==> config.mk <==
export PLATFORM = sky130hd
export DESIGN_NAME = dtc_pipe
export DESIGN_NICKNAME = d
export VERILOG_FILES = /design/src/rtl/dtc_pkg.sv /design/src/rtl/dtc_level.sv /design/src/rtl/dtc_pipe.sv
export SDC_FILE = /design/constraint.sdc
export NUM_CORES = 1
export LEC_CHECK = 0
export CAP_MARGIN = 25
export CORE_ASPECT_RATIO = 1.25
export CORE_MARGIN = 2
export CORE_UTILIZATION = 56
export DETAILED_ROUTE_END_ITERATION = 12
export GPL_ROUTABILITY_DRIVEN = 0
export PLACE_DENSITY = 0.77
export SKIP_LAST_GASP = 1
export SLEW_MARGIN = 20
export SYNTH_ARGS = -nofsm -noshare
export SYNTH_HDL_FRONTEND = slang
export SYNTH_HIERARCHICAL = 1
export SYNTH_SLANG_ARGS = --single-unit
==> constraint.sdc <==
create_clock -name clk -period 4.05 [get_ports clk]
set_input_delay 0.405 -clock clk [delete_from_list [all_inputs] [get_ports clk]]
set_output_delay 0.405 -clock clk [all_outputs]
set_load 0.02 [all_outputs]
==> src/rtl/dtc_pkg.sv <==
// dtc_pkg: shared types, widths and reset defaults for the pipelined decision tree
package dtc_pkg;

   // Upper bounds on the feature vector and path register carried through each stage
   localparam int FEAT_MAX = 32;
   localparam int PATH_MAX = 8;

   // Leaf j resets to label (j & DEF_LABEL_MASK)
   localparam int DEF_LABEL_MASK = 1;

   typedef struct packed {
      logic                valid;
      logic [FEAT_MAX-1:0] feat;
      logic [PATH_MAX-1:0] path;
   } stage_t;

   // Width of cfg_data: wide enough for a feature select and for a class label
   function automatic int sel_w(input int n_feat, input int cls_w);
      int c;
      c = $clog2(n_feat);
      return (c > cls_w) ? c : cls_w;
   endfunction

   function automatic int def_label(input int j);
      return j & DEF_LABEL_MASK;
   endfunction

endpackage

==> src/rtl/dtc_level.sv <==
// dtc_level: evaluates one tree level, appending the node decision to the path
module dtc_level
   import dtc_pkg::*;
#(
   parameter int N_FEAT = 10,
   parameter int LEVEL  = 0,
   parameter int FW     = 4
) (
   input  stage_t                      cur,
   input  logic [(2**LEVEL)*FW-1:0]    sels,
   output stage_t                      nxt
);

   localparam int FIW = $clog2(FEAT_MAX);

   int            idx;
   logic [FW-1:0] sel;
   logic          b;

   // The path so far is the node's offset within this level; out-of-range selects test 0
   always_comb begin
      idx      = int'(cur.path) & ((1 << LEVEL) - 1);
      sel      = sels[idx*FW +: FW];
      b        = (int'(sel) < N_FEAT) ? cur.feat[FIW'(sel)] : 1'b0;
      nxt      = cur;
      nxt.path = (cur.path << 1) | PATH_MAX'(b);
   end

endmodule

==> src/rtl/dtc_pipe.sv <==
// dtc_pipe: DEPTH-stage pipelined binary decision tree classifier with writable tables
// Optional macro DTC_PIPE_STATS_EN adds stat_cnt, a saturating count of nonzero results.
module dtc_pipe
   import dtc_pkg::*;
#(
   parameter int  N_FEAT = 10,
   parameter int  DEPTH  = 3,
   parameter int  CLS_W  = 1,
   localparam int FW     = sel_w(N_FEAT, CLS_W)
) (
   input  logic              clk,
   input  logic              rst,
   input  logic              in_valid,
   output logic              in_ready,
   input  logic [N_FEAT-1:0] inp,
   output logic              out_valid,
   input  logic              out_ready,
   output logic [CLS_W-1:0]  outp,
   input  logic              cfg_we,
   output logic              cfg_ready,
   input  logic              cfg_leaf,
   input  logic [DEPTH-1:0]  cfg_addr,
   input  logic [FW-1:0]     cfg_data
`ifdef DTC_PIPE_STATS_EN
   ,
   output logic [15:0]       stat_cnt
`endif
);

   localparam int NN = 2**DEPTH - 1;
   localparam int NL = 2**DEPTH;

   logic [FW-1:0]    feat_tbl [NN];
   logic [CLS_W-1:0] leaf_tbl [NL];
   stage_t           st [DEPTH];
   stage_t           nx [DEPTH];
   stage_t           in_st;
   logic             adv, wr, unused_bits;

   assign adv         = !st[DEPTH-1].valid | out_ready;
   assign wr          = cfg_we & cfg_ready;
   assign in_ready    = adv & !rst & !wr;
   assign in_st       = '{valid: in_valid & in_ready, feat: FEAT_MAX'(inp), path: '0};
   assign out_valid   = st[DEPTH-1].valid;
   assign outp        = out_valid ? leaf_tbl[st[DEPTH-1].path[DEPTH-1:0]] : '0;
   assign unused_bits = ^{st[DEPTH-1].feat, st[DEPTH-1].path};

   // Tables may only change while nothing is in flight or being offered
   always_comb begin
      cfg_ready = !in_valid;
      for (int k = 0; k < DEPTH; k++)
         if (st[k].valid) cfg_ready = 1'b0;
   end

   for (genvar k = 0; k < DEPTH; k++) begin : g_lvl
      logic [(2**k)*FW-1:0] sels;
      // Gather the feature selects of the 2^k nodes on this level
      always_comb begin
         for (int j = 0; j < 2**k; j++)
            sels[j*FW +: FW] = feat_tbl[2**k - 1 + j];
      end
      if (k == 0) begin : g_first
         dtc_level #(.N_FEAT(N_FEAT), .LEVEL(k), .FW(FW)) u_level (
            .cur  (in_st),
            .sels (sels),
            .nxt  (nx[k])
         );
      end else begin : g_rest
         dtc_level #(.N_FEAT(N_FEAT), .LEVEL(k), .FW(FW)) u_level (
            .cur  (st[k-1]),
            .sels (sels),
            .nxt  (nx[k])
         );
      end
   end

   // All stages shift together, or all hold while the output is stalled
   always_ff @(posedge clk) begin
      if (rst)
         for (int k = 0; k < DEPTH; k++) st[k] <= '0;
      else if (adv)
         for (int k = 0; k < DEPTH; k++) st[k] <= nx[k];
   end

   // Table writes land only when the pipeline is empty; out-of-range node writes drop
   always_ff @(posedge clk) begin
      if (rst) begin
         for (int i = 0; i < NN; i++) feat_tbl[i] <= '0;
         for (int j = 0; j < NL; j++) leaf_tbl[j] <= CLS_W'(def_label(j));
      end else if (wr) begin
         if (cfg_leaf)
            leaf_tbl[cfg_addr] <= cfg_data[CLS_W-1:0];
         else if (int'(cfg_addr) < NN)
            feat_tbl[cfg_addr] <= cfg_data;
      end
   end

`ifdef DTC_PIPE_STATS_EN
   // Count accepted results with a nonzero label, saturating
   always_ff @(posedge clk) begin
      if (rst)
         stat_cnt <= '0;
      else if (out_valid && out_ready && outp != '0 && stat_cnt != 16'hFFFF)
         stat_cnt <= stat_cnt + 16'd1;
   end
`endif

endmodule

==> run metrics <==
final number of setup-violating endpoints=0; count of final max-slew check failures=0; kind of end point of the critical path=primary output; remaining routing DRC violations=0; logic depth of the worst register-to-register path=4; first-pass GRT wire length=~9900 um; number of standard cells after synthesis=just under 300; Setup Skew=about 0.0098 ns; Worst Path Class, Setup=input port to primary output; Area growth syn-to-layout=9.04%; Filler Cell Count=500; clock insertion delay at the later pin of the skew report=0.33 ns; Vias/cell=between 5 and 6; Congestion Overflow GR=0; Worst-path clk slew=~0.070 ns; number of rows created at floorplan=32; Pwr per Cell Area=about 400 nW/um2; measured slew at the worst slew-check pin=roughly 0.60 ns; category of cells accounting for the largest share of critical-path delay=buffers and inverters; area of the mapped netlist=~3500 um2; port bufs=26; Max Freq=0.356 GHz; master cell of the clock root buffer=sky130_fd_sc_hd__clkbuf_8; number of gates resized after CTS=0; slowest stage cell on the critical path=sky130_fd_sc_hd__clkdlybuf4s50_1; maximum number of pins on one net before global-route repair=32; Yosys warning count=6; proportion of layout cells with a drive suffix above 1=0.127; routed wire length=~6000 um; post-layout minimum cycle time=around 2.8 ns; total via count in the routed design=roughly 2.1k; number of DRC violations after detailed-routing iteration 0=143; top metal layer carrying routed signals=met4; ant diodes=0; most common library cell in the layout ignoring fill and taps=sky130_fd_sc_hd__edfxtp_1; Horiz. Die Dim=between 70 and 80 um; unrepaired setup endpoints after global routing=no; Arrival @ worst endpoint=2.40 ns; Core Footprint=a little over 6000 um2; total clock sinks=65; Hold Crit Depth=2; nets in the synthesized netlist=~320; crit start category=input port; Bufs on Longest Clock Path=2; count of cell instances traversed by the critical path=5; half-perimeter wire length after detailed placement=4500 um; post-detailed-route count of antenna-violating nets=0; final hold violations=0; M1 WL=around 2400 um; routed wire length per instance=15.9 um; number of buffers added by the clock tree synthesis step=9; Hold Buf Count CTS=0; Initial Utilization=0.568; total met3 wirelength after detailed routing=357 um; highest-count cells in the layout ignoring fill and taps=sky130_fd_sc_hd__edfxtp_1 (57), sky130_fd_sc_hd__and2_1 (30), sky130_fd_sc_hd__nor2_1 (26), sky130_fd_sc_hd__clkdlybuf4s50_1 (26), sky130_fd_sc_hd__nand2_1 (15); worst slew margin relative to its limit=0.597; Die ar.=about 7000 um2; critical path buffer and inverter count=3; Post-Route Setup TNS=0 ns; length of the first detailed-routing pass in iterations=5; most numerous cell on the critical path=sky130_fd_sc_hd__clkdlybuf4s50_1; CTS tree=done; number of antenna violations at the first check in global routing=0; outcome=completed; Met2 Routed Length=slightly above 3000 um; Final WS setup=1.24 ns; final critical-path share of the clock period=0.694; worst path cell trace=clkdlybuf4s50_1, a21oi_1, buf_4, a21boi_0, clkdlybuf4s50_1; number of levels the H-tree was split into=3; Avg Synthesized Cell Area=between 10 and 15 um2; GRT Total Usage=0.197; Tightest Hold Check Type=flip-flop to flip-flop; height of the chip=91.9 um; Post CTS Setup Buffer Count=0; overall power after layout=0.00153 W; placement-stage worst setup slack=around 1.1 ns; I/O pin count=27; worst supply voltage drop on vdd=a little under 0.4 mV; required time worst endpoint=about 3.6 ns; largest fanout on the critical path=31; number of max-cap violations=0; total number of nets in the final design=309; number of global-route vias before repair=2055; biggest cell delay along the critical path=roughly 0.65 ns; Pleak=between 1 and 1.5 nW
power by group:
| part | internal [W] | switching [W] |
|---|---|---|
| clock network | 0.000365 | 0.000239 |
| logic | 0.0000753 | 0.0000748 |
| registers | 0.000758 | 0.0000207 |
through the flow:
stage,util,hold WS (ns),cells,instance area [um2]
detailed placement,0.582,0.496,360,3540
global placement,0.582,0.494,360,3540
floorplan,-,0.453,293,3460
global route,0.620,0.528,376,3770
finish,0.620,0.505,376,3770
CTS,0.620,0.514,376,3770
per-layer routing:
layer  vias up  track usage
met3        17       0.0626
met5         -            0
met2        79        0.310
li1       1036            -
met4         0       0.0729
met1       990        0.254
tightest hold or removal path, delay by kind of cell (launching register included):
family           cells  cell delay, ns
flip-flops           1            0.31
AND/OR/NAND/NOR      1            0.08
multiplexers         1            0.06
layout make-up:
cell class | count | area [um2] | share of cell area
Clock buffer | 10 | 138 | 0.0365
Clock inverter | 6 | 90.1 | 0.0239
Inverter | 6 | 22.5 | 0.00597
Multi-Input combinational cell | 176 | 1270 | 0.336
Sequential cell | 65 | 1870 | 0.496
Tap cell | 85 | 106 | 0.0282
Timing Repair Buffer | 28 | 275 | 0.0730
sequential cells by signal, indices dropped and copies added, names as in the netlist:
signal and count:
st 29, feat_tbl 28, leaf_tbl 8
worst paths after layout:
kind                                        to  slack, ns                startpoint
hold / removal             leaf_tbl[7]$_DFF_P_       0.50       leaf_tbl[7]$_DFF_P_
hold reg to reg            leaf_tbl[7]$_DFF_P_       0.50       leaf_tbl[7]$_DFF_P_
setup / recovery                      in_ready       1.24                       rst
setup reg to reg  feat_tbl[2][2]$_SDFFCE_PN0P_       1.43  st[0][122]$_SDFFCE_PN0P_
Power figures use the tool's default switching activity.
